### config.mk
export PLATFORM = sky130hd
export DESIGN_NAME = masked_sbox_layer_seq
export DESIGN_NICKNAME = d
export VERILOG_FILES = /design/src/rtl/masked_sbox_layer_seq.sv
export SDC_FILE = /design/constraint.sdc
export NUM_CORES = 1
export LEC_CHECK = 0
export ABC_CLOCK_PERIOD_IN_PS = 6110
export CAP_MARGIN = 20
export CORE_MARGIN = 2
export CORE_UTILIZATION = 50
export DETAILED_ROUTE_END_ITERATION = 7
export GPL_TIMING_DRIVEN = 1
export PLACE_DENSITY = 0.92
export SYNTH_ARGS = -nofsm -noshare
export SYNTH_HDL_FRONTEND = slang
export SYNTH_SLANG_ARGS = --single-unit
### constraint.sdc
create_clock -name clk -period 6.11 [get_ports clk]
set_clock_uncertainty 0.1 [all_clocks]
set_input_delay 0.611 -clock clk [delete_from_list [all_inputs] [get_ports clk]]
set_output_delay 0.611 -clock clk [all_outputs]
set_load 0.005 [all_outputs]
### src/rtl/masked_sbox_layer_seq.sv
// Sequencer that runs a 3-share masked state through one shared quadratic S-box layer.
// Optional SBOX_SEQ_ZEROIZE_EN clears shares/outputs after hand-off and blanks idle layer inputs.
module masked_sbox_layer_seq #(
    parameter int unsigned NIBBLES = 16,
    parameter int unsigned PASSES  = 3
) (
    input  logic                 clk,
    input  logic                 rst_n,
    input  logic                 start,
    input  logic [4*NIBBLES-1:0] s_in1,
    input  logic [4*NIBBLES-1:0] s_in2,
    input  logic [4*NIBBLES-1:0] s_in3,
    output logic                 busy,
    output logic                 out_valid,
    input  logic                 out_ready,
    output logic [4*NIBBLES-1:0] s_out1,
    output logic [4*NIBBLES-1:0] s_out2,
    output logic [4*NIBBLES-1:0] s_out3,
    input  logic [19:0]          rnd_in,
    input  logic                 rnd_valid,
    output logic                 rnd_ready,
    output logic [3:0]           lay_in1,
    output logic [3:0]           lay_in2,
    output logic [3:0]           lay_in3,
    output logic [1:0]           lay_sel,
    output logic [11:0]          lay_r,
    output logic [3:0]           lay_rc0,
    output logic [3:0]           lay_rc1,
    input  logic [3:0]           lay_out1,
    input  logic [3:0]           lay_out2,
    input  logic [3:0]           lay_out3
);

    localparam int unsigned W    = 4 * NIBBLES;
    localparam int unsigned NibW = $clog2(NIBBLES);

    typedef enum logic [1:0] {StIdle, StRun, StWait, StDone} state_e;

    state_e          state_q;
    logic [W-1:0]    sh1_q, sh2_q, sh3_q;
    logic [W-1:0]    sh1_ret, sh2_ret, sh3_ret;
    logic [NibW-1:0] nib_cnt_q, ret_nib_q;
    logic [1:0]      pass_cnt_q;
    logic            ret_pending_q;
    logic            issue, last_nib, last_issue;

    assign issue      = (state_q == StRun) && rnd_valid;
    assign rnd_ready  = issue;
    assign last_nib   = (nib_cnt_q == NibW'(NIBBLES - 1));
    assign last_issue = issue && last_nib && (pass_cnt_q == 2'(PASSES - 1));

    // Shares with the in-flight layer result merged in; WAIT captures from here so the
    // final return lands in s_out on the same edge.
    always_comb begin
        sh1_ret = sh1_q;
        sh2_ret = sh2_q;
        sh3_ret = sh3_q;
        if (ret_pending_q) begin
            for (int i = 0; i < NIBBLES; i++) begin
                if (ret_nib_q == NibW'(i)) begin
                    sh1_ret[4*i +: 4] = lay_out1;
                    sh2_ret[4*i +: 4] = lay_out2;
                    sh3_ret[4*i +: 4] = lay_out3;
                end
            end
        end
    end

    always_comb begin
        lay_in1 = '0;
        lay_in2 = '0;
        lay_in3 = '0;
        for (int i = 0; i < NIBBLES; i++) begin
            if (nib_cnt_q == NibW'(i)) begin
                lay_in1 = sh1_q[4*i +: 4];
                lay_in2 = sh2_q[4*i +: 4];
                lay_in3 = sh3_q[4*i +: 4];
            end
        end
        lay_sel = pass_cnt_q;
        lay_r   = rnd_in[11:0];
        lay_rc0 = rnd_in[15:12];
        lay_rc1 = rnd_in[19:16];
`ifdef SBOX_SEQ_ZEROIZE_EN
        if (!issue) begin
            lay_in1 = '0;
            lay_in2 = '0;
            lay_in3 = '0;
            lay_r   = '0;
            lay_rc0 = '0;
            lay_rc1 = '0;
        end
`endif
    end

    always_ff @(posedge clk or negedge rst_n) begin
        if (!rst_n) begin
            state_q       <= StIdle;
            sh1_q         <= '0;
            sh2_q         <= '0;
            sh3_q         <= '0;
            s_out1        <= '0;
            s_out2        <= '0;
            s_out3        <= '0;
            nib_cnt_q     <= '0;
            pass_cnt_q    <= '0;
            ret_nib_q     <= '0;
            ret_pending_q <= 1'b0;
            busy          <= 1'b0;
            out_valid     <= 1'b0;
        end else begin
            ret_pending_q <= issue;
            if (issue) ret_nib_q <= nib_cnt_q;
            sh1_q <= sh1_ret;
            sh2_q <= sh2_ret;
            sh3_q <= sh3_ret;
            case (state_q)
                StIdle: begin
                    if (start) begin
                        sh1_q      <= s_in1;
                        sh2_q      <= s_in2;
                        sh3_q      <= s_in3;
                        nib_cnt_q  <= '0;
                        pass_cnt_q <= '0;
                        busy       <= 1'b1;
                        state_q    <= StRun;
                    end
                end
                StRun: begin
                    if (issue) begin
                        if (last_issue) begin
                            nib_cnt_q  <= '0;
                            pass_cnt_q <= '0;
                            state_q    <= StWait;
                        end else if (last_nib) begin
                            nib_cnt_q  <= '0;
                            pass_cnt_q <= pass_cnt_q + 2'd1;
                        end else begin
                            nib_cnt_q <= nib_cnt_q + 1'b1;
                        end
                    end
                end
                StWait: begin
                    s_out1    <= sh1_ret;
                    s_out2    <= sh2_ret;
                    s_out3    <= sh3_ret;
                    out_valid <= 1'b1;
                    state_q   <= StDone;
                end
                StDone: begin
                    if (out_ready) begin
                        out_valid <= 1'b0;
                        busy      <= 1'b0;
                        state_q   <= StIdle;
`ifdef SBOX_SEQ_ZEROIZE_EN
                        sh1_q  <= '0;
                        sh2_q  <= '0;
                        sh3_q  <= '0;
                        s_out1 <= '0;
                        s_out2 <= '0;
                        s_out3 <= '0;
`endif
                    end
                end
                default: state_q <= StIdle;
            endcase
        end
    end

endmodule

==> results_dict.tcl <==
set metrics [dict create \
    status "finished, final reports clean" \
    n_fill_cell 2674 \
    pin_count 458 \
    synth_area_leaders "dfrtp_1 (54%), a21oi_1 (12%), mux2i_1 (11%), nor2_1 (8.7%), clkbuf_1 (2.4%)" \
    synth_edf_count 0 \
    min_path_type "primary input to asynchronous set/reset pin" \
    route.vias.total 16799 \
    fmax_mhz 190 \
    utilization 0.660 \
    grt_pass1_wl_mm 101 \
    layout_common_cells "a21oi_1 (435), nor2_1 (417), clkdlybuf4s50_1 (416), dfrtp_1 (399), mux2i_1 (194)" \
    relSlewSlack 0.172 \
    cp_top_family "buffers and inverters" \
    p_leak_nw 10.0 \
    dp_slack_ns 1.47 \
    syn_inst 1898 \
    ant_nets 0 \
    setup_slack_ns 0.857 \
    htree_levels 2 \
    port_buffers 417 \
    grt_usage 0.347 \
    syn_area_um2 18500 \
    final_area_um2 24100 \
    wl_mm 67.9 \
    async_reset_ff_frac 1.00 \
    setup_viol 0 \
    yosys.area.top_type "dfrtp_1" \
    synth_ff_type "dfrtp_1" \
    core-area_um2 36500 \
    yosysTopAreaCellShare 0.541 \
    antennaDiodeCount 0 \
    die_h_um 196 \
    routabilityCongestion 0.886 \
    rsz0062_at_grt "false" \
    start_util 0.506 \
    grt_pass1_vias 16738 \
    path_buf_inv 2 \
    p_per_area_nw_per_um2 556 \
    syn_area_per_cell_um2 9.73 \
    worst-path-max-fanout 38 \
    postCtsSetupRepairBufs 0 \
    finalHoldViolations 0 \
    tritoncts "done" \
    path_clk_slew_ns 0.06 \
    synth_cell_types 42 \
    drv_slew 0 \
    min_period_ns 5.25 \
    clockBufferDepth 3 \
    nNetsFinal 2428 \
    slowest_stage "nor2_1" \
    cts_resized 0 \
    cp.required_ns 5.40 \
    worstMarginPinSlew_ns 1.24 \
    dieWidth_um 196 \
    clk_latency_ns 0.53 \
    ys_ff_latch 399 \
    cts_sinks 399 \
    synth_nets 2135 \
    drc 0 \
    dieArea_um2 38500 \
    startpoint_type "flip-flop" \
    cts_root_buf "clkbuf_16" \
    ir_drop_v 0.000397 \
    path_class "flip-flop to primary output" \
    holdBufCountCts 0 \
    dr.pass1.iters 5 \
    place_area_um2 22700 \
    cp_cell_sequence "ha_2 -> inv_1 -> nor2_1 -> a21oi_1 -> a221o_1 -> o21ai_0 -> clkdlybuf4s50_1" \
    final_common_cell "a21oi_1" \
    drive_gt1_frac 0.0527 \
    rrSetupSlack_ns 3.30 \
    hpwl_mm 47.6 \
    grt_max_degree 206 \
    area_growth_pct 30.5 \
    fp-row-count 70 \
    total_power_mw 13.4 \
    fin_crit_sh 0.860 \
    wl_per_cell_um 25.2 \
    end_kind "primary output" \
    grt_overflow_total 0 \
    yosysWarnings 0 \
    drt_iter0_markers 1762 \
    antenna_found_initial 1 \
    setup_tns_ns 0 \
    cpPeakStageDelay_ns 0.87 \
    routed_via_density 6.24 \
    ys_seq_area_frac 0.541 \
    critPathArrivalTime_ns 4.54 \
    max-cap-violations 0 \
    numCtsBuffers 41 \
]
metal layers:
layer | wire length (um) | track usage
met3 | 6380 | 0.0662
met2 | 31000 | 0.543
met1 | 27000 | 0.469
met4 | 3450 | 0.162
met5 | 0 | 0
cell usage after synthesis, types with 15 or more instances:
| library cell | number |
|---|---|
| a21oi_1 | 435 |
| a22o_1 | 15 |
| buf_2 | 35 |
| buf_4 | 22 |
| clkbuf_1 | 117 |
| dfrtp_1 | 399 |
| inv_1 | 24 |
| mux2i_1 | 194 |
| nand2_1 | 30 |
| nor2_1 | 426 |
| o21ai_0 | 23 |
| o221ai_1 | 24 |
kinds of logic (layout without fill, tap and decap cells):
family,count (synthesis),count (layout),synth area share
AO/OA/AOI/OAI,586,586,0.188
AND/OR/NAND/NOR,505,505,0.110
flip-flops,399,399,0.541
buffers and inverters,204,528,0.0491
multiplexers,196,196,0.106
adder cells (fa/ha/maj),8,8,0.00542
where the power goes:
part,leakage (nW),internal (mW),switching [mW]
combinational,4.98,2.66,3.04
sequential,4.37,3.93,1.16
clock,0.679,1.56,1.06
worst register-to-register path: cells and delay by family, from the launching register on:
family	cells	cell delay, ns
compound gates	1	0.18
fa+ha+maj	1	0.75
buf+inv	2	1.09
flops	1	0.40
simple gates	1	0.21
through the flow:
| stage | cells | hold slack, ns |
|---|---|---|
| CTS | 2689 | 0.0943 |
| floorplan | 1898 | 0.215 |
| global placement | 2613 | 0.392 |
| finish | 2690 | 0.0219 |
| detailed placement | 2615 | 0.397 |
| global route | 2690 | 0.124 |
layout make-up:
cell class              count  area (um^2)  area share
well taps                 468          586      0.0243
clock buffers              63         1230      0.0511
inverters                  24         90.1     0.00374
repair buffers            430         4400       0.183
clock inverters            11          168     0.00696
flip-flops and latches    399         9980       0.414
multi-input cells        1295         7640       0.317
path summary, 6_finish.rpt:
kind | startpoint | endpoint | cells after the start
worst min-delay path | rst_n | s_out3[23] | 1
worst max register to register | state_q[0] | s_out3[62] | 5
worst max-delay path | nib_cnt_q[1] | lay_in1[3] | 7
max in group asynchronous | rst_n | s_out1[56] | 2
min in group clk | busy | busy | 2
worst min register to register | busy | busy | 2
state kept, by name, indices dropped and copies added, names as in the netlist, 4 cells and up:
| register | flops |
|---|---|
| s_out2 | 64 |
| nib_cnt_q | 4 |
| ret_nib_q | 4 |
| s_out3 | 64 |
| sh1_q | 64 |
| s_out1 | 64 |
| sh2_q | 64 |
| sh3_q | 64 |
Note: power is estimated with default switching activity, not from simulation.
